==> src/rtl/bcd7seg_pkg.sv <==
// Shared types, segment constants and the active-high BCD decode function
// for the multiplexed 7-segment display driver.
package bcd7seg_pkg;

    typedef logic [6:0] seg_t;   // {a,b,c,d,e,f,g}

    localparam seg_t SEG_0     = 7'h7E;
    localparam seg_t SEG_1     = 7'h30;
    localparam seg_t SEG_2     = 7'h6D;
    localparam seg_t SEG_3     = 7'h79;
    localparam seg_t SEG_4     = 7'h33;
    localparam seg_t SEG_5     = 7'h5B;
    localparam seg_t SEG_6     = 7'h5F;
    localparam seg_t SEG_7     = 7'h70;
    localparam seg_t SEG_8     = 7'h7F;
    localparam seg_t SEG_9     = 7'h7B;
    localparam seg_t SEG_BLANK = 7'h00;

    function automatic seg_t seg_decode(input logic [3:0] bcd);
        seg_t s;
        case (bcd)
            4'd0:    s = SEG_0;
            4'd1:    s = SEG_1;
            4'd2:    s = SEG_2;
            4'd3:    s = SEG_3;
            4'd4:    s = SEG_4;
            4'd5:    s = SEG_5;
            4'd6:    s = SEG_6;
            4'd7:    s = SEG_7;
            4'd8:    s = SEG_8;
            4'd9:    s = SEG_9;
            default: s = SEG_BLANK;   // non-BCD codes stay dark
        endcase
        return s;
    endfunction

endpackage

==> src/rtl/bcd7seg_decode_ah.sv <==
// Combinational active-high BCD to 7-segment decoder; polarity is applied
// downstream at the output registers.
module bcd7seg_decode_ah
    import bcd7seg_pkg::*;
(
    input  logic [3:0] bcd,
    output seg_t       seg
);

    // Pure table lookup
    always_comb begin
        seg = seg_decode(bcd);
    end

endmodule

==> src/rtl/bcd_7seg_scan_driver.sv <==
// Time-multiplexed N-digit BCD to 7-segment scan driver with frame-aligned
// shadow/active swap. Define LEADING_ZERO_BLANK_EN to blank leading zeros.
module bcd_7seg_scan_driver
    import bcd7seg_pkg::*;
#(
    parameter int NUM_DIGITS     = 4,
    parameter int REFRESH_DIV    = 50000,
    parameter int ACTIVE_LOW_SEG = 1,
    parameter int ACTIVE_LOW_DIG = 1
)
(
    input  logic                    clk,
    input  logic                    rst_n,
    input  logic                    enable,
    input  logic                    load,
    input  logic [4*NUM_DIGITS-1:0] bcd_in,
    input  logic [NUM_DIGITS-1:0]   dp_in,
    output logic [6:0]              seg,
    output logic                    dp,
    output logic [NUM_DIGITS-1:0]   dig_en,
    output logic                    frame_tick
);

    localparam int IDX_W = (NUM_DIGITS > 1) ? $clog2(NUM_DIGITS) : 1;
    localparam int PRE_W = $clog2(REFRESH_DIV);

    localparam logic [IDX_W-1:0] IDX_ZERO = '0;
    localparam logic [IDX_W-1:0] IDX_ONE  = IDX_W'(1);
    localparam logic [IDX_W-1:0] IDX_LAST = IDX_W'(NUM_DIGITS - 1);
    localparam logic [PRE_W-1:0] PRE_ZERO = '0;
    localparam logic [PRE_W-1:0] PRE_ONE  = PRE_W'(1);
    localparam logic [PRE_W-1:0] PRE_LAST = PRE_W'(REFRESH_DIV - 1);

    // XOR masks: the inactive level of each output, also used to invert lit values
    localparam seg_t                  SEG_OFF = (ACTIVE_LOW_SEG != 0) ? 7'h7F : 7'h00;
    localparam logic                  DP_OFF  = (ACTIVE_LOW_SEG != 0) ? 1'b1 : 1'b0;
    localparam logic [NUM_DIGITS-1:0] DIG_OFF = (ACTIVE_LOW_DIG != 0) ? {NUM_DIGITS{1'b1}}
                                                                       : {NUM_DIGITS{1'b0}};

    logic [PRE_W-1:0]        presc_r;
    logic [IDX_W-1:0]        idx_r;
    logic [4*NUM_DIGITS-1:0] shadow_r;
    logic [4*NUM_DIGITS-1:0] active_r;
    logic [NUM_DIGITS-1:0]   shadow_dp_r;
    logic [NUM_DIGITS-1:0]   active_dp_r;
    logic                    pending_r;
    logic [NUM_DIGITS-1:0]   blank_s;

    seg_t                    seg_r;
    logic                    dp_r;
    logic [NUM_DIGITS-1:0]   dig_en_r;
    logic                    frame_tick_r;

    logic                    term_s;
    logic                    wrap_s;
    logic                    swap_s;
    logic [3:0]              digit_s;
    logic                    dp_sel_s;
    logic                    blank_sel_s;
    logic [NUM_DIGITS-1:0]   dig_oh_s;
    seg_t                    seg_ah_s;
    seg_t                    seg_lit_s;

    assign term_s = enable && (presc_r == PRE_LAST);
    assign wrap_s = term_s && (idx_r == IDX_LAST);
    assign swap_s = wrap_s && pending_r;

`ifdef LEADING_ZERO_BLANK_EN
    // Digit i (i>0) is blanked when it and every digit above it are zero
    function automatic logic [NUM_DIGITS-1:0] lz_mask(input logic [4*NUM_DIGITS-1:0] v);
        logic [NUM_DIGITS-1:0] m;
        logic                  seen;
        m    = '0;
        seen = 1'b0;
        for (int i = NUM_DIGITS - 1; i > 0; i--) begin
            if (v[4*i +: 4] != 4'd0) begin
                seen = 1'b1;
            end else begin
                seen = seen;
            end
            m[i] = ~seen;
        end
        return m;
    endfunction

    logic [NUM_DIGITS-1:0] blank_r;

    // Blank mask tracks the active register, refreshed only at a frame swap
    always_ff @(posedge clk or negedge rst_n) begin
        if (!rst_n) begin
            blank_r <= lz_mask('0);
        end else if (swap_s) begin
            blank_r <= lz_mask(shadow_r);
        end else begin
            blank_r <= blank_r;
        end
    end

    assign blank_s = blank_r;
`else
    assign blank_s = '0;
`endif

    // Prescaler, scan index and wrap pulse
    always_ff @(posedge clk or negedge rst_n) begin
        if (!rst_n) begin
            presc_r      <= PRE_ZERO;
            idx_r        <= IDX_ZERO;
            frame_tick_r <= 1'b0;
        end else begin
            if (!enable) begin
                presc_r <= PRE_ZERO;
                idx_r   <= IDX_ZERO;
            end else if (term_s) begin
                presc_r <= PRE_ZERO;
                idx_r   <= (idx_r == IDX_LAST) ? IDX_ZERO : idx_r + IDX_ONE;
            end else begin
                presc_r <= presc_r + PRE_ONE;
                idx_r   <= idx_r;
            end
            frame_tick_r <= wrap_s;
        end
    end

    // Shadow capture and frame-aligned swap; a load coinciding with the wrap keeps pending set
    always_ff @(posedge clk or negedge rst_n) begin
        if (!rst_n) begin
            shadow_r    <= '0;
            shadow_dp_r <= '0;
            active_r    <= '0;
            active_dp_r <= '0;
            pending_r   <= 1'b0;
        end else begin
            if (load) begin
                shadow_r    <= bcd_in;
                shadow_dp_r <= dp_in;
                pending_r   <= 1'b1;
            end else if (swap_s) begin
                pending_r   <= 1'b0;
            end else begin
                pending_r   <= pending_r;
            end
            if (swap_s) begin
                active_r    <= shadow_r;
                active_dp_r <= shadow_dp_r;
            end else begin
                active_r    <= active_r;
                active_dp_r <= active_dp_r;
            end
        end
    end

    // Select the current digit, its dp, blank flag and one-hot enable
    always_comb begin
        digit_s     = 4'd0;
        dp_sel_s    = 1'b0;
        blank_sel_s = 1'b0;
        dig_oh_s    = '0;
        for (int i = 0; i < NUM_DIGITS; i++) begin
            if (idx_r == IDX_W'(i)) begin
                digit_s     = active_r[4*i +: 4];
                dp_sel_s    = active_dp_r[i];
                blank_sel_s = blank_s[i];
                dig_oh_s[i] = 1'b1;
            end else begin
                dig_oh_s[i] = 1'b0;
            end
        end
        seg_lit_s = blank_sel_s ? SEG_BLANK : seg_ah_s;
    end

    bcd7seg_decode_ah u_decode (
        .bcd (digit_s),
        .seg (seg_ah_s)
    );

    // Output registers: dark slot while prescaler is 0 or scan disabled
    always_ff @(posedge clk or negedge rst_n) begin
        if (!rst_n) begin
            seg_r    <= SEG_OFF;
            dp_r     <= DP_OFF;
            dig_en_r <= DIG_OFF;
        end else if (!enable || (presc_r == PRE_ZERO)) begin
            seg_r    <= SEG_OFF;
            dp_r     <= DP_OFF;
            dig_en_r <= DIG_OFF;
        end else begin
            seg_r    <= seg_lit_s ^ SEG_OFF;
            dp_r     <= dp_sel_s ^ DP_OFF;
            dig_en_r <= dig_oh_s ^ DIG_OFF;
        end
    end

    assign seg        = seg_r;
    assign dp         = dp_r;
    assign dig_en     = dig_en_r;
    assign frame_tick = frame_tick_r;

endmodule
==> config.mk <==
export PLATFORM = sky130hd
export DESIGN_NAME = bcd_7seg_scan_driver
export DESIGN_NICKNAME = d
export VERILOG_FILES = /design/src/rtl/bcd7seg_pkg.sv /design/src/rtl/bcd7seg_decode_ah.sv /design/src/rtl/bcd_7seg_scan_driver.sv
export SDC_FILE = /design/constraint.sdc
export NUM_CORES = 1
export LEC_CHECK = 0
export CORE_MARGIN = 4
export CORE_UTILIZATION = 35
export DETAILED_ROUTE_END_ITERATION = 8
export GPL_TIMING_DRIVEN = 0
export PLACE_DENSITY = 0.58
export SYNTH_ARGS = -nofsm -noshare
export SYNTH_HDL_FRONTEND = slang
export SYNTH_SLANG_ARGS = --single-unit
==> constraint.sdc <==
create_clock -name clk -period 2 [get_ports clk]
set_input_delay 0.3 -clock clk [delete_from_list [all_inputs] [get_ports clk]]
set_output_delay 0.3 -clock clk [all_outputs]
set_load 0.01 [all_outputs]
==> results of run 1 <==
cell type report:
type                    instances  share of cell area (%)
clock inverters                 7                    1.47
well taps                     129                    3.45
inverters                      11                   0.882
clock buffers                   9                    2.65
repair buffers                 65                    13.7
plain buffers                  10                    2.22
multi-input cells             177                    36.8
flip-flops and latches         72                    38.9
final timing paths:
check,start,to,slack (ps)
worst max-delay path,idx_r[1],seg[2],-40
worst min-delay path,rst_n,shadow_r[9],480
min in group clk,pending_r,pending_r,490
worst min register to register,pending_r,pending_r,490
worst max register to register,idx_r[1],seg[2],-40
max in group asynchronous,rst_n,seg[2],1180
cell families (layout without fill, tap and decap cells):
| group | count (synthesis) | in the layout | share of synthesized area [%] |
|---|---|---|---|
| DFF | 72 | 72 | 54.5 |
| and+or+nand+nor | 77 | 77 | 13.0 |
| xor gates and xnor gates | 12 | 12 | 3.15 |
| AOI/OAI and AO/OA | 32 | 32 | 6.98 |
| buffers and inverters | 22 | 102 | 3.23 |
| muxes | 45 | 45 | 15.0 |
| adders and majority gates | 11 | 11 | 4.13 |
through the flow:
step	setup WS, ps	TNS [ps]	utilization (%)
CTS	-56.7	-261	47.7
floorplan	3.90	0	-
global route	-126	-2510	50.7
global placement	-1840	-128090	41.8
detailed placement	-351	-5870	42.1
finish	-39.2	-207	50.7
metal layers:
metal	track usage [%]	vias up	share of wire (%)
li1	-	1113	-
met1	18.3	1185	47
met2	21.2	37	49
met3	4.10	8	3.5
met4	4.44	0	1.2
met5	0	-	0
Yosys cell counts, drive strengths merged:
cell type	instances
or4	1
or3	2
ha	11
a211oi	7
nor3b	4
o2111a	1
nor2b	5
nor4b	1
inv	11
a21o	1
and2	3
nand2	12
a211o	2
buf	5
dfstp	12
and3	4
nand4	6
o211a	1
o21ai	4
clkbuf	6
nor2	17
a21oi	5
dfrtp	60
mux2i	4
xor2	5
o31ai	2
a41oi	1
a22o	2
nand3	7
xnor2	7
a22oi	4
a221oi	2
nand3b	4
and4	1
mux2	41
nor3	6
nor4	4
worst register-to-register path, delay by kind of cell, from the launching register on:
family	cells	cell delay, ps
AOI/OAI and AO/OA	2	470
DFF	1	460
adders and majority gates	2	380
buffers and inverters	2	280
muxes	1	270
and+or+nand+nor	1	120
where the power goes:
group | switching [mW] | internal, mW
registers | 0.0333 | 1.52
logic | 0.0965 | 0.132
clock network | 0.643 | 0.491
total | 0.773 | 2.15
registers in the layout (all words and copies together), names as in the netlist, 2 cells and up:
name         flops
active_dp_r      4
dig_en           4
active_r        16
shadow_r        16
seg              7
presc_r         16
shadow_dp_r      4
idx_r            2
cell usage in the layout (no fill, tap or decap), types with 3 or more instances in the layout:
| master | synthesis | layout |
|---|---|---|
| dfrtp_1 | 60 | 56 |
| clkdlybuf4s50_1 | 0 | 35 |
| mux2_2 | 38 | 22 |
| mux2_4 | 0 | 19 |
| buf_4 | 0 | 19 |
| nor2_1 | 17 | 17 |
| dfstp_2 | 12 | 12 |
| nand2_1 | 12 | 11 |
| ha_4 | 0 | 9 |
| clkbuf_8 | 0 | 9 |
| buf_6 | 3 | 8 |
| buf_8 | 0 | 7 |
| xnor2_1 | 7 | 7 |
| inv_2 | 0 | 6 |
| nand3_1 | 6 | 6 |
| nand4_1 | 6 | 6 |
| nor2b_1 | 5 | 5 |
| inv_1 | 11 | 5 |
| nor3_1 | 6 | 5 |
| xor2_1 | 5 | 5 |
| nand3b_1 | 4 | 4 |
| a211oi_2 | 0 | 4 |
| a21oi_1 | 5 | 4 |
| mux2i_1 | 4 | 4 |
| a22oi_1 | 4 | 4 |
| and3_1 | 4 | 4 |
| dfrtp_2 | 0 | 4 |
| and2_1 | 3 | 3 |
| o21ai_1 | 1 | 3 |
| inv_8 | 0 | 3 |
| inv_6 | 0 | 3 |
repair_timing:
item	CTS	global route
hold buffers	1	0
gates cloned	2	0
setup buffers	14	11
hold endpoints to repair	60	0
pin swaps	12	10
setup endpoints to repair	37	42
gates resized for setup	47	53
==> summary.md, run 1 <==
| Metric | Value |
|---|---|
| Remaining Overflow, GRT | `0` |
| Mapped Avg Cell Area | `between 10 and 15 um^2` |
| Crit-path cells | `buf_6, ha_4, buf_6, nor2b_1, a211o_2, ha_4, mux2_2, a21oi_2` |
| Pre-antenna DRT Iters | `4` |
| Sink Count | `72` |
| Failing checks | `negative setup slack` |
| Total Nets Final | `roughly 380` |
| Reg2Reg Depth | `8` |
| Overall global routing resource usage | `13.7%` |
| Share of layout cells above drive strength 1 | `41.3%` |
| Die Wd | `106 um` |
| Routed Antenna Nets | `0` |
| Hold/Removal Path Class | `in -> async` |
| Critical path class | `reg -> reg` |
| Chip height | `between 100 and 150 um` |
| Core box area | `9240 um^2` |
| Max-slew violations | `0` |
| Buffers plus inverters on the worst setup path | `2` |
| Multi-input logic area | `around 1700 um^2` |
| Total chip power | `2.92 mW` |
| Cell Count, Final, Fillers Out | `480` |
| Dpl cell area | `3890 um^2` |
| Cells after Synth | `around 270` |
| Synth area leader | `dfrtp_1` |
| Yosys reg bits | `72` |
| Num ports | `37` |
| Cell area power density | `approximately 620 nW/um^2` |
| Clock tree buffer depth | `2` |
| Hold Fails Final Rpt | `0` |
| Final Cell Area | `roughly 4700 um^2` |
| Clk_lat worst skew | `360 ps` |
| DIE AREA | `between 10000 and 15000 um^2` |
| Unique masters post-synth | `43` |
| Fin crit share | `102%` |
| CTS tree | `built` |
| Worst path max stage delay | `460 ps` |
| H-tree Lvls | `3` |
| Worst setup SP type | `flip-flop` |
| Fillers | `839` |
| Worst Path Required | `approximately 2300 ps` |
| Num rows | `35` |
| # diodes | `0` |
| Cell Area, Synth | `3340 um^2` |
| Crit path time final | `2040 ps` |
| Max VDD drop | `0.000380 V` |
| DR iter-0 viols | `68` |
| Slew headroom | `a little under three fifths` |
| Max FO, Critical Path | `6` |
| Sequential-to-total area share from yosys stat | `54.5%` |
| WP depth | `8` |
| Final setup fails | `8` |
| Syn_nets | `roughly 310` |
| CTS Buf Count | `9` |
| Run status | `complete, but fails checks` |
| Largest net degree at the start of global routing | `73` |
| Clk_skew | `14.0 ps` |
| Root Driver | `clkbuf_8` |
| Initial antenna violation count | `0` |
| Crit end category | `flip-flop` |
| Data arrival, critical path | `2330 ps` |
| Worst-margin pin slew | `just under 700 ps` |
| Yosys top cell area share | `between 40% and 50%` |
| Setup ws final | `-39.2 ps` |
| Initial Utilization | `36.1%` |
| Lkg Pwr | `between 1.5 and 2 nW` |
| Area grow syn2layout | `40.3%` |
| Port-buffer cells | `36` |
| Clk slew on worst S/H paths | `90 ps` |
| RSZ-0062 raised after global routing | `yes` |
| Wire length per cell | `between 15 and 20 um` |
| Vias per cell | `4.88` |
| Routability Congestion | `0.760` |
| Drt drc | `0` |
| First-pass GRT wire length | `approximately 12000 um` |
| Vias in the first global route | `2484` |
| Max_cap viols | `0` |
| Ys Warns | `0` |
| Crit path max-delay family | `compound AO/OA/AOI/OAI gates` |
| Largest cells by area after synthesis | `dfrtp_1, mux2_2, dfstp_2` |
| Slowest stage cell, crit path | `dfrtp_2` |
| Via count | `2343` |
| Post-DP HPWL | `4510 um` |
| Register Area | `1820 um^2` |
| Hold_ws | `slightly below 500 ps` |
| DRT Wirelength | `around 7300 um` |
| Peak Freq | `490 MHz` |
| Placed instance count | `437` |
No activity file was read; power rests on OpenSTA's default activity.
==> run 2, diff against run 1 <==
==> constraint.sdc (replaced) <==
create_clock -name clk -period 2 [get_ports clk]
set_input_delay 0.3 -clock clk [delete_from_list [all_inputs] [get_ports clk]]
set_output_delay 0.3 -clock clk [all_outputs]
set_load 0.1 [all_outputs]
==> run 2 against run 1 <==
Clock-buffer cell count did not move. Hold slack about the same. Non-clock buffer count up 2. Critical path type unchanged. Sequential share of layout area is 0.57 points higher. Global-route usage unchanged. The run still ends with negative setup slack left. Sequential cell count did not move.
==> summary.md, run 2 (synthesis gave the netlist of run 1 again) <==
| Metric | Value |
|---|---|
| DRT Wirelength | `7230 um (-1.5%)` |
| Hold/Removal Path Class | `in -> async` |
| Clock tree buffer depth | `2 (unchanged)` |
| Reg-to-reg slack, setup | `-90 ps (-50 ps)` |
| Clk slew on worst S/H paths | `90 ps (about the same)` |
| Root Driver | `clkbuf_8` |
| Hold Fails Final Rpt | `0 (unchanged)` |
| Final setup fails | `6 (-2)` |
| # diodes | `0 (unchanged)` |
| Peak Freq | `478 MHz (-2.4%)` |
| Crit path time final | `2090 ps (+51.1 ps)` |
| Wire length per cell | `15.0 um (-1.9%)` |
| Crit end category | `flip-flop` |
| Initial Utilization | `36.1% (unchanged)` |
| Area grow syn2layout | `38.6%` |
| Most common cell after layout, fill and taps aside | `dfrtp_1` |
| DIE AREA | `11200 um^2 (unchanged)` |
| Initial antenna violation count | `0 (unchanged)` |
| Vias per cell | `4.93 (+0.99%)` |
| Slew headroom | `36.1% (-19 points)` |
| Pre-antenna DRT Iters | `4 (unchanged)` |
| Clk_skew | `14.0 ps (-0.0676 ps)` |
| Setup ws final | `-90.3 ps (-51.1 ps)` |
| Total Nets Final | `383 (+0.52%)` |
| Num rows | `35 (unchanged)` |
| Via count | `2376 (+1.4%)` |
| Sink Count | `72 (unchanged)` |
| Num ports | `37 (unchanged)` |
| Overall global routing resource usage | `13.7% (unchanged)` |
| Drt drc | `0 (unchanged)` |
| Post-DP HPWL | `4510 um (unchanged)` |
| Final setup TNS | `-302 ps (-95.5 ps)` |
| Fin crit share | `105% (+2.6 points)` |
| Max_cap viols | `0 (unchanged)` |
| Worst setup SP type | `flip-flop` |
| DR iter-0 viols | `50 (-26%)` |
| Die Wd | `106 um (unchanged)` |
| Core box area | `9240 um^2 (unchanged)` |
| Share of layout cells above drive strength 1 | `43.9% (+2.6 points)` |
| Port-buffer cells | `36 (unchanged)` |
| CTS tree | `built` |
| H-tree Lvls | `3 (unchanged)` |
| Reg2Reg Depth | `9 (+1)` |
| First-pass GRT wire length | `12100 um (+0.29%)` |
| Run status | `complete, but fails checks` |
| Max FO, Critical Path | `6 (unchanged)` |
| Final Cell Area | `4620 um^2 (-1.2%)` |
| Remaining Overflow, GRT | `0 (unchanged)` |
| Worst-margin pin slew | `962 ps (+289 ps)` |
| Vias in the first global route | `2542 (+2.3%)` |
| Largest regs | `active_r x16, presc_r x16, shadow_r x16` |
| Worst R2R End | `seg[5]` |
| Largest net degree at the start of global routing | `73 (unchanged)` |
| Total chip power | `3.02 mW (+3.2%)` |
| Final core occ | `50.0% (-0.62 points)` |
| Data arrival, critical path | `2370 ps (+40 ps)` |
| Max VDD drop | `0.000363 V (-4.5%)` |
| Routed Antenna Nets | `0 (unchanged)` |
| Critical path class | `reg -> reg` |
| Commonest non-fill, non-tap cells in the layout | `dfrtp_1, mux2_2, buf_4` |
| Lkg Pwr | `1.96 nW (+0.56%)` |
| Dpl cell area | `3890 um^2 (unchanged)` |
| RR Startpoint | `idx_r[1]` |
| Chip height | `106 um (unchanged)` |
| Max-slew violations | `0 (unchanged)` |
| RSZ-0062 raised after global routing | `yes` |
| Failing checks | `negative setup slack` |
| Worst Path Required | `2280 ps (about the same)` |
| Routability Congestion | `0.760 (unchanged)` |
| Cell area power density | `652 nW/um^2 (+4.5%)` |
| CTS Buf Count | `9 (unchanged)` |
| Clk_lat worst skew | `370 ps (about the same)` |
[run 2: cell count changes in the layout (fill, tap and decap cells not counted), moves of 3 or more]
cell / before / now
mux2_2: 22 / 38
clkdlybuf4s50_1: 35 / 22
clkdlybuf4s15_2: 0 / 11
buf_4: 19 / 23
dfrtp_2: 4 / 7
mux2_4: 19 / 0
inv_2: 6 / 3
dfrtp_1: 56 / 53
buf_8: 7 / 3
mux2_1: 0 / 3
[run 2: report_power, final]
part           switching [mW]  total [mW]  internal (mW)
Combinational           0.199       0.325          0.126
Clock                   0.644        1.13          0.491
Sequential             0.0309        1.56           1.52
[run 2: layer usage]
layer / wire, um / track usage (%) / part of all wire (%) / up-vias
li1: - / - / - / 1125
met1: 3270 / 17.8 / 45 / 1186
met2: 3500 / 21.2 / 48 / 50
met3: 311 / 4.65 / 4.3 / 15
met4: 148 / 5.00 / 2.0 / 0
met5: 0 / 0 / 0 / -
[run 2: what timing repair did]
| item | CTS | global route |
|---|---|---|
| endpoints found under the setup margin | 50 | 43 |
| endpoints found under the hold margin | 60 | 0 |
| gates resized for setup | 85 | 28 |
| pin swaps | 15 | 14 |
| setup buffers | 17 | 11 |
| hold buffers | 1 | 0 |
| gates cloned | 2 | 0 |
[run 2: how the worst max path moves through the flow]
| stage | slack [ps] | end | start | cells past startpoint |
|---|---|---|---|---|
| finish | -90 | seg[5] | idx_r[1] | 9 |
| global route | -180 | seg[5] | idx_r[1] | 9 |
| CTS | -40 | seg[5] | idx_r[1] | 11 |
| detailed placement | -350 | seg[1] | idx_r[0] | 10 |
| global placement | -1840 | frame_tick | rst_n | 1 |
| floorplan | 4 | active_r[10] | presc_r[0] | 6 |
[run 2: cell type report]
type	count	area [um^2]
Buffer	10	96.3
Fill cell	846	4620
Sequential cell	72	1830
Clock buffer	9	124
Clock inverter	7	68.8
Inverter	11	43.8
Tap cell	129	161
Multi-Input combinational cell	177	1660
Timing Repair Buffer	67	647
[run 2: critical path: stages (launching register included)]
cell and delay, ps:
dfrtp_2 460, buf_4 160, ha_4 180, buf_6 130, nor2b_1 130, a211o_1 320, ha_4 300, inv_1 40
a211oi_2 200, o21ai_1 100
[run 2: per-stage QoR]
| stage | cells | hold slack, ps | setup WS (ps) |
|---|---|---|---|
| floorplan | 271 | 4.41 | 3.90 |
| global placement | 436 | 468 | -1840 |
| detailed placement | 437 | 340 | -351 |
| CTS | 472 | 485 | -35.1 |
| global route | 482 | 497 | -175 |
| finish | 482 | 483 | -90.3 |
==> run 3, diff against run 2 <==
--- a/config.mk
+++ b/config.mk
@@ -9,7 +9,7 @@
 export CORE_UTILIZATION = 35
 export DETAILED_ROUTE_END_ITERATION = 8
 export GPL_TIMING_DRIVEN = 0
-export PLACE_DENSITY = 0.58
+export PLACE_DENSITY = 0.56
 export SYNTH_ARGS = -nofsm -noshare
 export SYNTH_HDL_FRONTEND = slang
 export SYNTH_SLANG_ARGS = --single-unit
==> constraint.sdc (replaced) <==
create_clock -name clk -period 2.2 [get_ports clk]
set_input_delay 0.33 -clock clk [delete_from_list [all_inputs] [get_ports clk]]
set_output_delay 0.33 -clock clk [all_outputs]
set_load 0.1 [all_outputs]
==> run 3 against run 2 <==
Critical path type is now reg -> out. Combinational power is 13% lower. Largest power group unchanged. The run now ends clean. Sequential power fell by 9.6%. Non-clock buffer count is 19 lower. Clock power fell by 4%.
==> summary.md, run 3 (synthesis gave the netlist of run 1 again) <==
| Metric | Value |
|---|---|
| Slew headroom | `35.8% (-0.35 points)` |
| Sink Count | `72 (unchanged)` |
| Final setup fails | `0 (-6)` |
| Worst path max stage delay | `1120 ps (+660 ps)` |
| Reg-to-reg slack, setup | `80 ps (+170 ps)` |
| Register Area | `1820 um^2 (-0.34%)` |
| First-pass GRT wire length | `11300 um (-7.2%)` |
| Remaining Overflow, GRT | `0 (unchanged)` |
| Largest regs | `active_r x16, presc_r x16, shadow_r x16` |
| Clk slew on worst S/H paths | `80 ps (about the same)` |
| # diodes | `0 (unchanged)` |
| Buffers plus inverters on the worst setup path | `1 (-2)` |
| Critical path class | `reg -> out` |
| Most common cell after layout, fill and taps aside | `dfrtp_1` |
| Fillers | `901 (+6.5%)` |
| Overall global routing resource usage | `12.8% (-0.91 points)` |
| Largest net degree at the start of global routing | `55 (-25%)` |
| Num ports | `37 (unchanged)` |
| DR iter-0 viols | `51 (+2.0%)` |
| Data arrival, critical path | `1800 ps (-570 ps)` |
| Cell area power density | `651 nW/um^2 (-0.18%)` |
| Initial Utilization | `36.1% (unchanged)` |
| Area grow syn2layout | `27.6%` |
| Dpl cell area | `3880 um^2 (-0.16%)` |
| GRT met3 Usage | `3.18% (-1.5 points)` |
| Max_cap viols | `0 (unchanged)` |
| Port-buffer cells | `36 (unchanged)` |
| Chip height | `106 um (unchanged)` |
| Commonest non-fill, non-tap cells in the layout | `dfrtp_1, mux2_2, clkdlybuf4s50_1` |
| Worst-margin pin slew | `960 ps (-1.61 ps)` |
| Final core occ | `46.1% (-4.0 points)` |
| Num rows | `35 (unchanged)` |
| Crit end category | `primary output` |
| Hold/Removal Path Class | `in -> async` |
| Pre-antenna DRT Iters | `4 (unchanged)` |
| Fin crit share | `96.8%` |
| Crit-path cells | `clkdlybuf4s50_1` |
| Crit path time final | `2130 ps` |
| DRT Wirelength | `6800 um (-5.9%)` |
| Total Nets Final | `364 (-5.0%)` |
| Grt met1 use | `17.1% (-0.70 points)` |
| Clk_skew | `11.9 ps (-2.07 ps)` |
| Max FO, Critical Path | `1 (-5)` |
| Lkg Pwr | `1.81 nW (-7.7%)` |
| Slowest stage cell, crit path | `clkdlybuf4s50_1` |
| Via count | `2270 (-4.5%)` |
| DIE AREA | `11200 um^2 (unchanged)` |
| Post-DP HPWL | `4650 um (+2.9%)` |
| Final Cell Area | `4260 um^2 (-7.9%)` |
| Initial antenna violation count | `0 (unchanged)` |
| Peak Freq | `around 470 MHz` |
| Run status | `completed` |
| CTS Buf Count | `9 (unchanged)` |
| H-tree Lvls | `3 (unchanged)` |
| Routability Congestion | `0.809 (+6.4%)` |
| Share of layout cells above drive strength 1 | `30.2% (-14 points)` |
| GR Util met2 | `20.0% (-1.2 points)` |
| Core box area | `9240 um^2 (unchanged)` |
| Max-slew violations | `0 (unchanged)` |
| Worst setup SP type | `flip-flop` |
| Busiest grt layer | `met2` |
| Worst Path Required | `1870 ps (-410 ps)` |
| Clk_lat worst skew | `350 ps (-20 ps)` |
| Multi-input logic area | `1500 um^2 (-9.3%)` |
| Crit path max-delay family | `buffers and inverters` |
| CTS tree | `built` |
| Max VDD drop | `0.000333 V (-8.4%)` |
| Root Driver | `clkbuf_8` |
| Drt drc | `0 (unchanged)` |
| Clock tree buffer depth | `2 (unchanged)` |
| Die Wd | `106 um (unchanged)` |
| Wire length per cell | `14.7 um (-2.1%)` |
| Vias in the first global route | `2295 (-9.7%)` |
| Hold Fails Final Rpt | `0 (unchanged)` |
| Vias per cell | `4.90 (-0.54%)` |
| Routed Antenna Nets | `0 (unchanged)` |
run 3: area by class of cell:
cell class              count  share of cell area [%]
repair buffers             48                    10.6
clock buffers               9                    2.91
multi-input cells         177                    35.3
clock inverters             7                    1.88
plain buffers              10                    1.79
flip-flops and latches     72                    42.7
well taps                 129                    3.79
inverters                  11                   0.970
run 3: repair_timing:
item,4_1_cts,5_1_grt
endpoints found under the hold margin,10,0
setup buffers,3,5
setup endpoints to repair,19,37
gates cloned,0,2
hold buffers,1,0
resized for setup,20,20
pin swaps,2,5
run 3: power breakdown:
group / leakage [nW] / internal (mW) / switching [mW]
registers: 0.908 / 1.39 / 0.0276
clock network: 0.0964 / 0.535 / 0.540
logic: 0.809 / 0.105 / 0.178
total: 1.81 / 2.03 / 0.746
run 3: metal layers:
layer | part of all wire (%) | wire [um]
met1 | 48 | 3240
met2 | 47 | 3210
met3 | 4.1 | 276
met4 | 0.97 | 66
met5 | 0 | 0
run 3: final timing paths:
check / from / depth (start not counted) / to
setup / recovery: frame_tick / 1 / frame_tick
hold / removal: rst_n / 2 / presc_r[11]
setup reg to reg: idx_r[0] / 7 / seg[2]
hold reg to reg: pending_r / 1 / pending_r
max in group asynchronous: rst_n / 3 / dig_en[0]
min in group clk: pending_r / 1 / pending_r
run 3: metrics by stage:
step           power [mW]  worst slack [ps]  TNS [ps]  std cells  hold WS (ps)
3_5_place_dp         1.73              -424     -2450        437           227
5_1_grt              2.89             -9.58     -16.1        463           399
6_report             2.77              70.9         0        463           391
4_1_cts              2.81              6.14         0        456           382
2_1_floorplan        1.61               141         0        271          34.4
3_3_place_gp         1.72             -1690   -113390        436           468
